`src/rtl/clocks_pkg.sv`:
```
// Shared types and constants for the board clocking/blink blocks.
package clocks_pkg;

    localparam int unsigned CLK_HZ = 50_000_000;

    typedef enum logic [1:0] {
        MODE_OFF,
        MODE_10HZ,
        MODE_1HZ,
        MODE_0HZ1
    } rate_mode_t;

    function automatic rate_mode_t next_mode(input rate_mode_t mode);
        rate_mode_t nxt;
        unique case (mode)
            MODE_OFF:  nxt = MODE_10HZ;
            MODE_10HZ: nxt = MODE_1HZ;
            MODE_1HZ:  nxt = MODE_0HZ1;
            MODE_0HZ1: nxt = MODE_OFF;
        endcase
        return nxt;
    endfunction

endpackage

```
`src/rtl/step_sync_edge.sv`:
```
// Two-flop synchronizer for an asynchronous button, followed by a rising-edge
// detector producing a single-cycle pulse per press.
module step_sync_edge (
    input  logic i_clk,
    input  logic i_reset_n,
    input  logic i_step,
    output logic o_pulse
);

    logic r_sync1;
    logic r_sync2;
    logic r_prev;

    always_ff @(posedge i_clk or negedge i_reset_n) begin
        if (!i_reset_n) begin
            r_sync1 <= 1'b0;
            r_sync2 <= 1'b0;
            r_prev  <= 1'b0;
        end else begin
            r_sync1 <= i_step;
            r_sync2 <= r_sync1;
            r_prev  <= r_sync2;
        end
    end

    assign o_pulse = r_sync2 & ~r_prev;

endmodule

```
`src/rtl/blink_rate_controller.sv`:
```
// Shared divider producing a square wave at one of three rates (or off),
// with the rate chosen by a 4-state mode FSM stepped by a button or loaded.
module blink_rate_controller
    import clocks_pkg::*;
#(
    parameter int unsigned CNT_W     = 28,
    parameter int unsigned K_10HZ    = 2_500_000,
    parameter int unsigned K_1HZ     = 25_000_000,
    parameter int unsigned K_0HZ1    = 250_000_000,
    parameter logic [1:0]  INIT_MODE = 2'd1
) (
    input  logic       i_clk,
    input  logic       i_reset_n,
    input  logic       i_step,
    input  logic       i_pause,
    input  logic       i_mode_load,
    input  logic [1:0] i_mode_val,
    output logic       o_clk,
    output logic       o_tick,
    output logic [1:0] o_mode
);

    localparam logic [63:0] K_LIMIT = 64'd1 << CNT_W;

    if (K_10HZ < 1 || 64'(K_10HZ) > K_LIMIT ||
        K_1HZ  < 1 || 64'(K_1HZ)  > K_LIMIT ||
        K_0HZ1 < 1 || 64'(K_0HZ1) > K_LIMIT) begin : g_bad_modulus
        $error("blink_rate_controller: each K must satisfy 1 <= K <= 2**CNT_W");
    end

    localparam logic [CNT_W-1:0] KM1_10HZ = CNT_W'(K_10HZ - 1);
    localparam logic [CNT_W-1:0] KM1_1HZ  = CNT_W'(K_1HZ - 1);
    localparam logic [CNT_W-1:0] KM1_0HZ1 = CNT_W'(K_0HZ1 - 1);

    rate_mode_t       r_mode;
    rate_mode_t       w_mode_d;
    logic             w_step_pulse;
    logic             w_mode_change;
    logic [CNT_W-1:0] w_kmax;
    logic [CNT_W-1:0] r_count;
    logic             r_clk;
    logic             r_tick;

    step_sync_edge u_step_sync_edge (
        .i_clk     (i_clk),
        .i_reset_n (i_reset_n),
        .i_step    (i_step),
        .o_pulse   (w_step_pulse)
    );

    always_ff @(posedge i_clk or negedge i_reset_n) begin
        if (!i_reset_n) begin
            r_mode <= rate_mode_t'(INIT_MODE);
        end else begin
            r_mode <= w_mode_d;
        end
    end

    // A load wins over a coincident step pulse; that pulse is simply dropped.
    always_comb begin
        w_mode_d = r_mode;
        if (i_mode_load) begin
            w_mode_d = rate_mode_t'(i_mode_val);
        end else if (w_step_pulse) begin
            w_mode_d = next_mode(r_mode);
        end
    end

    always_comb begin
        o_mode        = r_mode;
        w_mode_change = i_mode_load | w_step_pulse;
        w_kmax        = '0;
        unique case (r_mode)
            MODE_OFF:  w_kmax = '0;
            MODE_10HZ: w_kmax = KM1_10HZ;
            MODE_1HZ:  w_kmax = KM1_1HZ;
            MODE_0HZ1: w_kmax = KM1_0HZ1;
        endcase
    end

    // Any mode change restarts the phase, even while paused.
    always_ff @(posedge i_clk or negedge i_reset_n) begin
        if (!i_reset_n) begin
            r_count <= '0;
            r_clk   <= 1'b0;
            r_tick  <= 1'b0;
        end else if (w_mode_change || r_mode == MODE_OFF) begin
            r_count <= '0;
            r_clk   <= 1'b0;
            r_tick  <= 1'b0;
        end else if (i_pause) begin
            r_tick  <= 1'b0;
        end else if (r_count == w_kmax) begin
            r_count <= '0;
            r_clk   <= ~r_clk;
            r_tick  <= 1'b1;
        end else begin
            r_count <= r_count + 1'b1;
            r_tick  <= 1'b0;
        end
    end

    assign o_clk  = r_clk;
    assign o_tick = r_tick;

endmodule
```
`config.mk`:
```
export PLATFORM = sky130hd
export DESIGN_NAME = blink_rate_controller
export DESIGN_NICKNAME = d
export VERILOG_FILES = /design/src/rtl/clocks_pkg.sv /design/src/rtl/step_sync_edge.sv /design/src/rtl/blink_rate_controller.sv
export SDC_FILE = /design/constraint.sdc
export NUM_CORES = 1
export LEC_CHECK = 0
export BUFFER_PORTS_ARGS = -buffer_cell sky130_fd_sc_hd__buf_2
export CORE_MARGIN = 2
export CORE_UTILIZATION = 40
export CTS_CLUSTER_DIAMETER = 40
export CTS_CLUSTER_SIZE = 28
export DETAILED_ROUTE_END_ITERATION = 16
export PLACE_DENSITY = 0.6
export SETUP_SLACK_MARGIN = 0.02
export SYNTH_ARGS = -nofsm -noshare
export SYNTH_HDL_FRONTEND = slang
export SYNTH_HIERARCHICAL = 1
export SYNTH_SLANG_ARGS = --single-unit
```
`constraint.sdc`:
```
create_clock -name i_clk -period 2.6 [get_ports i_clk]
set_clock_uncertainty 0.15 [all_clocks]
set_input_delay 0.26 -clock i_clk [delete_from_list [all_inputs] [get_ports i_clk]]
set_output_delay 0.26 -clock i_clk [all_outputs]
set_load 0.01 [all_outputs]
```
Yosys cells after proc, flatten, opt, wreduce, memory -nomap -nowiden
Index checks and enable logic that the tools add are counted.
Widths: inputs -> output; s select.
- register bits: 35
- output and inout port bits: 4
- add/sub/neg operators: 1
- equality and inequality tests: 5
- multiplexer cells: 13
- bitwise logic cells: 4
- reductions and logical operators: 5
- operators by type and width (operator ; count):
    $pmux 28 s4 ; 1
    $mux 28 ; 3
    $add 28x1->28 const B ; 1
    $eq 28x28->1 ; 1
    $pmux 2 s4 ; 1
    $mux 1 ; 6
    $eq 2x2->1 const B ; 2
    $mux 2 ; 2
    $reduce_bool 2->1 ; 2
    $eq 2x1->1 const B ; 1
    $logic_not 2->1 ; 1
    $ne 2x1->1 const B ; 1
    $not 1->1 ; 2
    $reduce_and 2->1 ; 1
    $and 1x1->1 ; 1
    $logic_or 1x1->1 ; 1
    $or 1x1->1 ; 1

Longest topological paths before layout
Gate-level depths: netlist of run 1.
- depth in word-level cells: 6
- mapped depth: 8
- depth with buffers taken out: 7

Cells and area by module
The synthesis of run 1 kept the hierarchy.
- modules (own cells, without submodules) (module ; instances ; cells an instance ; area an instance (um2) ; sequential area each (um2)):
    blink_rate_controller ; 1 ; 204 ; 1926.8 ; 802.0
    step_sync_edge ; 1 ; 4 ; 88.8 ; 75.1

Least setup slack after synthesis of run 1
OpenSTA, ideal clock, no wires.
- path type: flip-flop to flip-flop
- start point: reg r_mode[0] (netlist: o_mode[0])
- end point: reg r_count[7]
- setup time: 0.136 ns
- arrival: 2.378 ns
- data required time: 2.314 ns
- path slack: -0.064 ns
- stages on the path, launching flop included: 9
- buffers on the path: 1
- cell sequence: dfstp_2 inv_1 ha_1 or4b_2 and2_1 clkbuf_1 and4_1 xnor2_1 nor3_1
- longest elaborated chain between the ends: 6
- elaborated cells on any way between the ends: 11
- ends and longest elaborated chain (item ; line ; text):
    from (decl) ; blink_rate_controller.sv:35 ; rate_mode_t r_mode;
    from (signal assigned) ; blink_rate_controller.sv:53 ; r_mode <= rate_mode_t'(INIT_MODE);
    from (signal assigned) ; blink_rate_controller.sv:55 ; r_mode <= w_mode_d;
    $eq 2x2->1, or another cell as far along ; blink_rate_controller.sv:73 ; unique case (r_mode)
    $pmux 28 s4 ; blink_rate_controller.sv:73 ;
    $eq 28x28->1 ; blink_rate_controller.sv:93 ; end else if (r_count == w_kmax) begin
    $mux 28 ; blink_rate_controller.sv:93 ;
    $mux 28 ; blink_rate_controller.sv:91 ; end else if (i_pause) begin
    $mux 28 ; blink_rate_controller.sv:87 ; end else if (w_mode_change || r_mode == MODE_OFF) begin
    to (signal assigned) ; blink_rate_controller.sv:98 ; r_count <= r_count + 1'b1;
    to (decl) ; blink_rate_controller.sv:40 ; logic [CNT_W-1:0] r_count;
Several ways; a longest one is shown, not always the timed one. The select of a mux whose other input is x is not followed.
A chain may end at the register's enable or synchronous reset.

Final worst setup path of run 1
- start point: reg r_mode[0] (netlist: o_mode[0])
- end point: reg r_clk (netlist: o_clk)
- longest elaborated chain between the ends: 5
- elaborated cells on any way between the ends: 11
- ends and longest elaborated chain (item ; line ; text):
    $eq 2x2->1, or another cell as far along ; blink_rate_controller.sv:73 ;
    $pmux 28 s4 ; blink_rate_controller.sv:73 ;
    $eq 28x28->1 ; blink_rate_controller.sv:93 ;
    $reduce_bool 2->1 (no line) ; n/a ;
    $reduce_and 2->1 (no line) ; n/a ;
    to (signal assigned) ; blink_rate_controller.sv:95 ; r_clk <= ~r_clk;
    to (decl) ; blink_rate_controller.sv:41 ; logic r_clk;
Several ways; a longest one is shown, not always the timed one.

==> run summary, run 1 <==
The most used flip-flop cell after synthesis is dfrtp_1. The sequential cell area was 877 sq um; the final routed wire length divided by cell count was 15.9 um. The count of cells along the worst register-to-register path was 7. The logs give 11 for the number of ports placed on the die boundary and 13.5% for the share of power burned in combinational logic. The critical path goes through inv_1 > ha_2 > and4b_1 > o22ai_1 > a311o_4 > or4_1 > a21oi_2.

Number of buffer and inverter instances along the worst setup path: 1. The run gives 0 as the initial antenna violation count. The cell count after placement is 284. For this run, the total global-route usage over all layers was measured as 19.3%. The number of enable-type register cells in the synthesized netlist was 0; the x dimension of the die was 75.0 um.

The clock input transition at the sequential cells of the worst setup and hold paths is 70 ps. The logs give 0.00562 sq mm for the die area and 0 for the global route total overflow. For the worst-skew pair, the clock arrives at the later sink with an insertion delay of 290 ps. After synthesis, the largest area contributor takes up 42.2% of total cell area.

The run gives 0.840 as the routability congestion estimate from global placement. The worst hold path passes through 3 cells. The post-synthesis cell count was 208. The tools report the worst-case hold path end point as o_mode[0].

Path category of the worst min-delay check: in2reg. For this run, design rule violations remaining after detail routing come to 0. The logs give 43.5% for the sequential element share of the synthesized area and 147 for the number of DRC markers after the initial detailed-route iteration. Sequential cells account for 49.8% of the total power. In this run the number of H-tree levels came out at 2. The startpoint type of the worst setup path is a flip-flop.

Synthesis produced a netlist with a net count of 220. The setup slack of the most critical reg-to-reg path is 110 ps. In this run the most critical hold path is launched from i_mode_val[0].

The count of endpoints failing setup in the final report was 0; the switching part of the total was 26.1%. The core region is 0.00479 sq mm. The number of buffers inserted by port buffering is 10. For the number of routed nets with antenna violations, the log shows 0. Using the TritonRoute via totals, the vias-per-cell ratio works out to 5.52. First-pass iteration count of the detailed router: 4. The arrival time at the worst endpoint was 2560 ps; the overall power consumption was 1.13 mW.

The post-synth design cell area came out at 0.00202 sq mm. Path type of the worst setup path: reg2reg. The repair_antennas step left the layout with diodes totalling 0. The startpoint identified for the worst register-to-register timing path is o_mode[0].

The first global-routing pass estimated 8050 um of wire. The per-instance average area after synthesis is 9.69 sq um, and the worst slew slack as a fraction of its limit is 47.9%. The endpoint kind of the worst setup timing path was a flip-flop. Derived from the worst setup path, the maximum achievable clock frequency is 401 MHz. The tools report the area used by multi-input combinational logic as 0.00112 sq mm. Via count of the first global-routing pass: 1,571.

The clock network is responsible for 36.7% of the overall power. The maximum vdd drop is 226 uV. The logs give 5 for the clock buffer count from CTS and 25 for the number of placement rows. The clock sink count was 35; the number of hold violations in the final report was 0. The transition time at the pin with the least slew margin is 782 ps. After layout, the worst path uses 95.9% of the clock period.

The leakage component of the power is 1.00 nW. Setup repair after global routing could not meet its margin everywhere. Once the floorplan was initialized, standard cells occupied 42.1% of the core. The final count of pins violating max slew was 0.

In this run the critical register-to-register path is captured at o_clk. OpenSTA, run right after detailed placement, puts the worst setup slack at 71.0 ps. The share of flip-flops with an asynchronous set or reset after synthesis is 100%, and the pin count of the biggest net entering global routing is 36.

Summed over all nets, the half-perimeter wirelength after detailed placement is 3230 um. TritonCTS built the clock tree. The switching power summed over all nets came out at 0.295 mW. Measured along the y axis, the die boundary spans 75.0 um. The tools report the buffer type at the clock tree root as clkbuf_8. The final worst slack was 108 ps. Compared with the post-synthesis result, the final layout area differs by 20.3%. By area the synthesized netlist is led by dfrtp_1 (42%), xor2_1 (8.7%), nor3_1 (7.2%), nand4_1 (5.0%), xnor2_1 (3.9%).

During synthesis, Yosys emitted a total of 6 warnings. The cell with the biggest individual delay on the critical path is dfstp_2. The largest single stage delay on the critical path is 600 ps.

The flow ran to the end, and the final reports show no timing, DRC or antenna violations. Cells fill 50.7% of the core in the end. The internal power is 0.835 mW. The minimum period implied by the final worst setup slack works out to 2490 ps.

The final route contains 1,662 vias. The ratio of total power to cell area was 466 mW/mm^2; the number of max-capacitance violations reported was 0. In this run the worst path has a maximum fanout of 6. For the post-layout instance count excluding filler cells, the log shows 301. The tools report the number of fill cells as 445.

For the final routed database, the setup TNS stands at 0 ps. The final net count was 245; the critical path data required time was 2670 ps. The clock tree buffer depth was 2. Of the cells placed in the final design, the portion with a size suffix greater than 1 is 20.9%. In this design, the largest share of critical-path delay is due to simple AND/OR/NAND/NOR gates. The synthesized design contains 35 register bits. Cell type with the largest total area after synthesis: dfrtp_1.

Counting distinct cell types in the post-synthesis netlist gives 44. The final layout contains routed wiring with a total length of 4790 um.
[worst max path at each step]
stage | slack (ps) | cells after the start | to | from
after global routing | -3 | 9 | r_count[21] | o_mode[0]
after floorplan | 130 | 6 | o_clk | o_mode[1]
after global placement | 110 | 6 | o_clk | o_mode[1]
after CTS | 50 | 7 | o_clk | o_mode[0]
after detailed placement | 70 | 7 | o_clk | o_mode[0]
final | 110 | 7 | o_clk | o_mode[0]
[metal layers]
metal | vias to the layer above | track usage (%) | routed length [um]
met4 | 0 | 7.34 | 81
met1 | 812 | 28.6 | 2260
met3 | 8 | 4.82 | 238
met2 | 36 | 27.1 | 2210
met5 | - | 0 | 0
li1 | 806 | - | -
[sequential cells by signal, indices dropped and copies added (netlist names)]
name	cells
u_step_sync_edge/r_sync2	1
o_clk	1
o_tick	1
r_count	28
u_step_sync_edge/r_prev	1
u_step_sync_edge/r_sync1	1
o_mode	2
[Yosys cell counts (2+ instances only)]
| cell type | n |
|---|---|
| dfrtp_1 | 34 |
| nor3_1 | 29 |
| xor2_1 | 20 |
| nand4_1 | 16 |
| nand2_1 | 13 |
| nand3_1 | 12 |
| xnor2_1 | 9 |
| inv_1 | 8 |
| nor2_1 | 7 |
| ha_1 | 5 |
| nor4_1 | 5 |
| and3_1 | 4 |
| o21ai_0 | 4 |
| a21oi_1 | 3 |
| and2_1 | 3 |
| clkbuf_1 | 3 |
| and4_1 | 2 |
| buf_2 | 2 |
| mux2i_1 | 2 |
| nor2b_1 | 2 |
| or4_1 | 2 |
[per-stage QoR]
stage | instance area [sq um] | hold slack (ps)
4_1_cts | 2290 | 45.6
2_1_floorplan | 2020 | -186
3_3_place_gp | 2180 | 189
5_1_grt | 2420 | 58.2
6_report | 2420 | 49.0
3_5_place_dp | 2180 | 193
[final cells by class]
| class | count | share of cell area (%) |
|---|---|---|
| Inverter | 8 | 1.24 |
| Multi-Input combinational cell | 157 | 46.4 |
| Sequential cell | 35 | 36.2 |
| Timing Repair Buffer | 26 | 8.98 |
| Clock inverter | 1 | 0.206 |
| Tap cell | 67 | 3.46 |
| Clock buffer | 7 | 3.56 |
[power by group through the flow]
| stage | Combinational, mW | Clock (mW) | Sequential, mW |
|---|---|---|---|
| global route | 0.172 | 0.450 | 0.564 |
| global placement | 0.127 | 0 | 0.573 |
| finish | 0.152 | 0.415 | 0.563 |
| detailed placement | 0.127 | 0 | 0.574 |
| CTS | 0.130 | 0.423 | 0.563 |
| floorplan | 0.0818 | 0 | 0.574 |
[timing repair]
action / CTS / global route
hold endpoints to repair: 35 / 0
resized for setup: 0 / 12
setup endpoints to repair: 0 / 25
hold buffers: 2 / 0
setup buffers: 0 / 6
[cells by family after synthesis]
group	count (synthesis)	share of synthesized area [%]
fa+ha+maj	5	3.10
buf+inv	16	4.03
mux	2	0.993
simple gates	105	29.7
xor+xnor	29	12.6
compound gates	16	6.02
flops	35	43.5
[worst register-to-register path, delay by kind of cell (launching register included)]
kind,cells,cell delay [ps]
buffers and inverters,1,80
AOI/OAI and AO/OA,3,600
adders and majority gates,1,230
DFF,1,600
and+or+nand+nor,2,740
[placed cells by master (no fill, tap or decap), types with 7 or more instances in the layout]
cell type  netlist  layout
xnor2_1          9       9
buf_2            2      10
xor2_1          20      19
nand3_1         12      12
nand2_1         13      13
nor3_1          29      28
dfrtp_1         34      34
nor2_1           7       7
buf_4            0      11
nand4_1         16      16
inv_1            8       8
Note: power is estimated with default switching activity, not from simulation.
==> inputs of run 2 (changes only) <==
- CTS_CLUSTER_DIAMETER: 40 -> 50
- REMOVE_ABC_BUFFERS: default -> 1
==> run 2 against run 1 <==
Compared with the run above: register-to-register slack lost 40 ps; die area is the same; critical path depth stayed put; worst setup slack got worse by 43 ps; design area decreased by 0.46%; cell count is 1.7% higher; wire length grew 1.3%; non-clock buffer count rose by 5.
==> run summary, run 2 (synthesis gave the netlist of run 1 again) <==
The run finished with clean final reports. The run gives 1.01 nW as the leakage component of the power. STA classifies the critical path startpoint as a flip-flop.

The clock sink count was 35; the arrival time at the worst endpoint was 2600 ps. The logs give 0.00562 sq mm for the die area and 0 for the count of endpoints failing setup in the final report. The wire-length estimate of the detail-placed layout is 3390 um.

The tool flagged a number of max-cap violations equal to 0. 11 I/O pins were placed. The worst path needs 2540 ps of the cycle, external delays included. The number of diodes added for antenna fixing came out at 0.

The clock buffer count from CTS is 5. The via count of the first global-routing pass came out at 1,693. The worst register-to-register path begins at o_mode[0]. The start point of the worst min-delay path was i_mode_val[0].

TritonCTS built the clock tree. The worst slew slack as a fraction of its limit came out at 48.1%. Summed over all layers, the global routing overflow is 0. The detailed router finished its first iteration with 97 violations. Power spread over the standard cell area amounts to 467 mW/mm^2.

After clock tree synthesis, the clock-pin slew on the worst setup and hold paths is 70 ps. The later pin in the worst-skew pair is clocked with a latency of 290 ps. No sink is reached through more buffers than the 2 on the longest clock path.

The finished layout cell area was 0.00241 sq mm. Summed over all layers, the routed wires come to 4850 um. The endpoint identified for the worst register-to-register timing path is o_clk.

Entering global routing, the biggest net connects 36 pins. For this run, design rule violations remaining after detail routing come to 0. Counting instances, the worst hold path has a depth of 3.

The worst setup path is captured at a flip-flop. The tools report the routability congestion estimate from global placement as 0.898. Cells with a size suffix above 1 make up 21.8% of the layout. The initial antenna violation count is 0. The die outline height was 75.0 um. Final count of pins violating max slew: 0.

Leaving out fill and tap cells, the most frequent cell in the layout is dfrtp_1. Once placement completed, the tool counted placed cells totaling 292. For this configuration, the core starts out at a cell density of 42.1%. The path type of the worst setup path is reg2reg.

Setup repair after global routing could not meet its margin everywhere. The number of flip-flops under the largest register name was 28; the post-synthesis to final-layout area growth was 19.7%. The tools report the setup slack of the most critical reg-to-reg path as 60 ps.

The x dimension of the die is 75.0 um, and the post-layout instance count excluding filler cells is 306. The accumulated negative setup slack came out at 0 ps. The largest register by flop count is r_count. The first global-routing pass estimated 8270 um of wire. The core area is 0.00479 sq mm. For this run, the total global-route usage over all layers was measured as 19.9%.

The logs give 2670 ps for the critical path data required time and 394 MHz for the highest clock frequency the design can meet. The H-tree generated during clock tree synthesis spans 2 levels. The share of the clock period used by the worst path after layout was 97.5%; the biggest fanout along the worst timing path was 4. The top cell types in the final layout, fill and taps aside, are dfrtp_1 (33), nor3_1 (29), xor2_1 (20). In the final design database the tool counted 250 nets. For the worst flop-to-flop path, the logic depth is 7.

The tools report the number of routed nets with antenna violations as 0. The placed instances occupy a cell area of 0.00222 sq mm. The final routed wire length divided by cell count was 15.9 um. Across all layers, the routed design uses 1,674 vias. The tree is rooted in a clkbuf_8. The logs give 0 for the number of hold violations in the final report and 35.7 ps for the smallest hold slack. The maximum vdd drop was 378 uV; the transition time at the pin with the least slew margin was 778 ps. The ratio of routed vias to standard cells works out to 5.47.

The worst hold path terminates at o_mode[0]. The floorplan has 25 rows. The first-pass iteration count of the detailed router came out at 4. Path category of the worst min-delay check: in2reg. Number of buffers inserted by port buffering: 10.
==> run 2: cell types whose count changed in the layout (fill, tap and decap cells not counted), sizes merged <==
cell	previous run	this run
buf	23	29
clkbuf	8	7
==> run 2: repair_timing <==
action / in CTS / in global routing
setup buffers: 0 / 4
endpoints found under the setup margin: 0 / 26
resized for setup: 0 / 12
hold buffers: 2 / 0
endpoints found under the hold margin: 35 / 0
==> run 2: through the flow <==
step                setup slack (ps)  power [mW]  util (%)
floorplan                      -16.4       0.646         -
global placement                88.2       0.706      46.5
detailed placement              54.3       0.708      46.5
CTS                             38.9        1.12      48.8
global route                    9.15        1.18      50.4
finish                          64.9        1.13      50.4
==> run 2: layout make-up <==
type | count | area [sq um]
clock buffer | 7 | 86.3
clock inverter | 1 | 5.00
tap | 67 | 83.8
timing repair buffer | 31 | 233
fill | 446 | 2370
multi-input combinational | 157 | 1100
inverter | 8 | 30.0
sequential | 35 | 878
==> run 2: per-layer routing <==
layer	GRT usage, %	wire length, um	vias up
met5	0	0	-
met4	8.93	139	0
met3	4.28	173	12
met2	29.9	2200	33
met1	27.5	2340	814
li1	-	-	815
==> run 2: worst max path at each step <==
stage                   to      start  slack (ps)
2_1_floorplan  r_count[10]  o_mode[0]         -20
3_3_place_gp         o_clk  o_mode[0]          90
3_5_place_dp         o_clk  o_mode[0]          50
4_1_cts              o_clk  o_mode[0]          40
5_1_grt              o_clk  o_mode[0]           9
6_report             o_clk  o_mode[0]          60
==> run 2: power breakdown <==
group	switching, mW	total, mW	leakage (nW)	internal, mW
Clock	0.191	0.405	0.0482	0.213
Sequential	0.00846	0.562	0.475	0.554
Combinational	0.0855	0.159	0.489	0.0735
Total	0.285	1.13	1.01	0.841
==> run 2: worst max-delay path, stage by stage (launching register included) <==
cell	delay, ps
dfstp_2	370
buf_6	120
ha_4	160
or4_4	400
a32o_2	250
a311o_4	400
or4_4	490
a21oi_2	120
==> inputs of run 3 (changes only) <==
- ABC_AREA: default -> 1
- SETUP_SLACK_MARGIN: 0.02 -> 0.5
- TNS_END_PERCENT: default -> 100
==> run 3 against run 2 <==
Compared with the run above: global-route usage rose by 2.1 points; hold slack better by 8.8 ps; first-iteration DRC count rose by 120%; clock power grew 8.4%; register-to-register slack better by 400 ps; sequential share of layout area is 5.9 points lower; total power rose by 11%; via count increased by 36%; core utilization down 1.5 points; design area grew 19%; highest routed layer unchanged.
==> run summary, run 3 <==
The count of synthesis-stage warnings from yosys was 6; the number of buffers inserted by port buffering was 10. Final count of pins violating max slew: 0. In the layout the commonest cells are nand2_1 (102), inv_1 (39), nor2_1 (34). The number of diodes added for antenna fixing is 0, and the share of flip-flops with an asynchronous set or reset after synthesis is 100%. In this run the tightest slew margin relative to its limit is 47.2%.

The detailed router finished its first iteration with 210 violations. Clock tree synthesis found a total of 35 sinks. CTS placed an instance of clkbuf_8 at the clock tree root.

The number of storage elements in the synthesis netlist came out at 35. The total cell area at the placement stage was 0.00251 sq mm; the core area was 0.00589 sq mm. After floorplanning, the core was divided into 28 placement rows. The synthesized design devotes to its leading area cell type 35.1% of total area. For the worst setup path, the data required time is 2630 ps.

TritonCTS built the clock tree. The maximum vdd drop was 252 uV. At the pin with the least slew margin, the transition time is 792 ps.

The die covers 0.00670 sq mm. The run gives 0 ps as the accumulated negative setup slack. The path type of the worst setup path is reg2reg. Entering global routing, the biggest net connects 36 pins.

The finished cells cover 0.00288 sq mm. The minimum period implied by the final worst setup slack was 2140 ps; the wire length after detailed routing was 6370 um. The per-instance average area after synthesis was 7.07 sq um. In the synthesized netlist the dominant register cell turns out to be dfrtp_1. Via count of the first global-routing pass: 2,217. In the post-synthesis netlist, the biggest area contributors are dfrtp_1 (35%), nand2_1 (16%), inv_1 (6.5%), nor2_2 (6.4%), xor2_1 (6.1%).

The tools report the number of hold violations in the final report as 0. The register with the most flip-flops in the final layout is r_count. The smallest hold slack is 44.5 ps, and the share of final-layout standard cells stronger than drive strength 1 is 22.4%. The routability congestion estimate from global placement is 0.981, and the number of ports placed on the die boundary is 11.

From left edge to right edge, the die measures 81.9 um. The cell type with the largest total area after synthesis is dfrtp_1. The number of flip-flops under the largest register name is 28, and the ratio of total power to cell area is 433 mW/mm^2.

The startpoint type of the worst setup path was a flip-flop. The initial antenna violation count is 0, and the number of distinct library cell variants in the gate-level netlist after synthesis is 30. Post-synthesis to final-layout area growth: 18.8%. In the global route stage, overall resource usage came out at 22.0%. The flow ran to the end, and the final reports show no timing, DRC or antenna violations. The first global-routing pass estimated 10,900 um of wire. Clock-pin slew was measured on the worst setup and hold paths at 70 ps.

The number of max-capacitance violations reported is 0. In the synthesized netlist, the cells that appear most often are nand2_1 (103), inv_1 (42), nor2_1 (39). The first TritonRoute pass finished after 4 iterations. The run gives 0 as the number of routed nets with antenna violations. The H-tree generated during clock tree synthesis spans 2 levels. The run gives 445 as the post-layout instance count excluding filler cells.

nand2_1 is the most common cell in the netlist. In this run the cell area of the synthesized design comes to 0.00242 sq mm. Yosys mapped a number of flops with a built-in enable equal to 0. Of the synthesized area, sequential elements account for 36.2%. Summed over all nets, the half-perimeter wirelength after detailed placement is 4510 um.

Leaving out fill and tap cells, the most frequent cell in the layout is nand2_1. After detailed routing, the number of vias per cell comes to 5.10. The run gives 5 as the clock buffer count from CTS.

The run gives 290 ps as the clock insertion delay at the later pin of the skew report. Derived from the worst setup path, the maximum achievable clock frequency is 468 MHz. Final net count: 381.

At the worst endpoint, the arrival time is 2170 ps. The logs give 48.9% for the final core utilization and 0 for the count of endpoints failing setup in the final report. The remaining design rule violation count is 0. Setup repair after global routing could not meet its margin everywhere. Dividing the detail-routed wire length by the instance count gives 14.3 um.

The final route contains 2,269 vias. The path class of the tightest hold or removal check is in2reg. Synthesis handed over a netlist of 343 instances. STA classifies the critical path endpoint as a flip-flop. Leakage component of the power: 1.20 nW. In the finished design, the share of the clock period the worst path needs comes to 82.1%.

The number of placed instances, taps included, is 424. The die outline height works out to 81.9 um. Once the floorplan was initialized, standard cells occupied 41.2% of the core.

The clock passes through at most 2 buffers. The biggest fanout along the worst timing path is 7, and the global route total overflow is 0.
==> run 3: cell type report <==
| type | instances | area (sq um) |
|---|---|---|
| fillers | 595 | 3010 |
| multi-input cells | 257 | 1410 |
| flip-flops and latches | 35 | 878 |
| inverters | 46 | 200 |
| repair buffers | 21 | 160 |
| clock buffers | 8 | 100 |
| well taps | 75 | 93.8 |
| repair inverters | 3 | 38.8 |
==> run 3: cells by family after synthesis <==
family / Yosys count / synth area share [%]
xor+xnor: 19 / 6.86
simple gates: 219 / 41.0
fa+ha+maj: 5 / 2.58
flops: 35 / 36.2
compound gates: 13 / 3.10
mux: 1 / 0.413
buf+inv: 51 / 9.86
==> run 3: routing by layer <==
| metal | vias to the layer above | global-route usage (%) | wire [um] |
|---|---|---|---|
| li1 | 1114 | - | - |
| met1 | 1059 | 29.5 | 2800 |
| met2 | 80 | 35.0 | 2930 |
| met3 | 16 | 4.29 | 462 |
| met4 | 0 | 8.33 | 175 |
| met5 | - | 0 | 0 |
==> run 3: critical path, cell delays in order (launching register included) <==
cell and delay (ps):
dfstp_2 610, inv_4 70, ha_4 200, o21ai_0 150
nand2_1 80, nor2_2 120, nand2_1 70, nor2_2 110
nand2_2 90, nand2_4 100, nand2_8 130, inv_12 120
nor2_2 40
==> run 3: worst paths after layout <==
kind,end,start,cells after the start,slack [ps]
worst max-delay path,r_count[20],o_mode[0],12,460
worst min-delay path,o_mode[1],i_mode_val[1],3,40
worst max register to register,r_count[20],o_mode[0],12,460
worst min register to register,u_step_sync_edge/r_sync2,u_step_sync_edge/r_sync1,0,220
max in group asynchronous,o_mode[1],i_reset_n,2,1300
min in group asynchronous,r_count[23],i_reset_n,2,440
==> run 3: what timing repair did <==
item                                    CTS  global route
gates cloned                              3             0
buffers inserted                          6             1
endpoints found under the hold margin    36             0
hold buffers                              3             0
pin swaps                                 3            10
resized for setup                        24            18
endpoints found under the setup margin   27            30
==> run 3: power breakdown <==
| part | leakage (nW) | total (mW) | switching (mW) | internal [mW] |
|---|---|---|---|---|
| logic | 0.679 | 0.239 | 0.152 | 0.0871 |
| clock network | 0.0515 | 0.439 | 0.198 | 0.242 |
| registers | 0.474 | 0.569 | 0.0134 | 0.556 |
| total | 1.20 | 1.25 | 0.363 | 0.885 |
==> run 3: through the flow <==
step	total power [mW]	worst slack (ps)
after CTS	1.24	481
final	1.25	465
after global placement	0.735	309
after detailed placement	0.739	254
after floorplan	0.683	414
after global routing	1.31	339
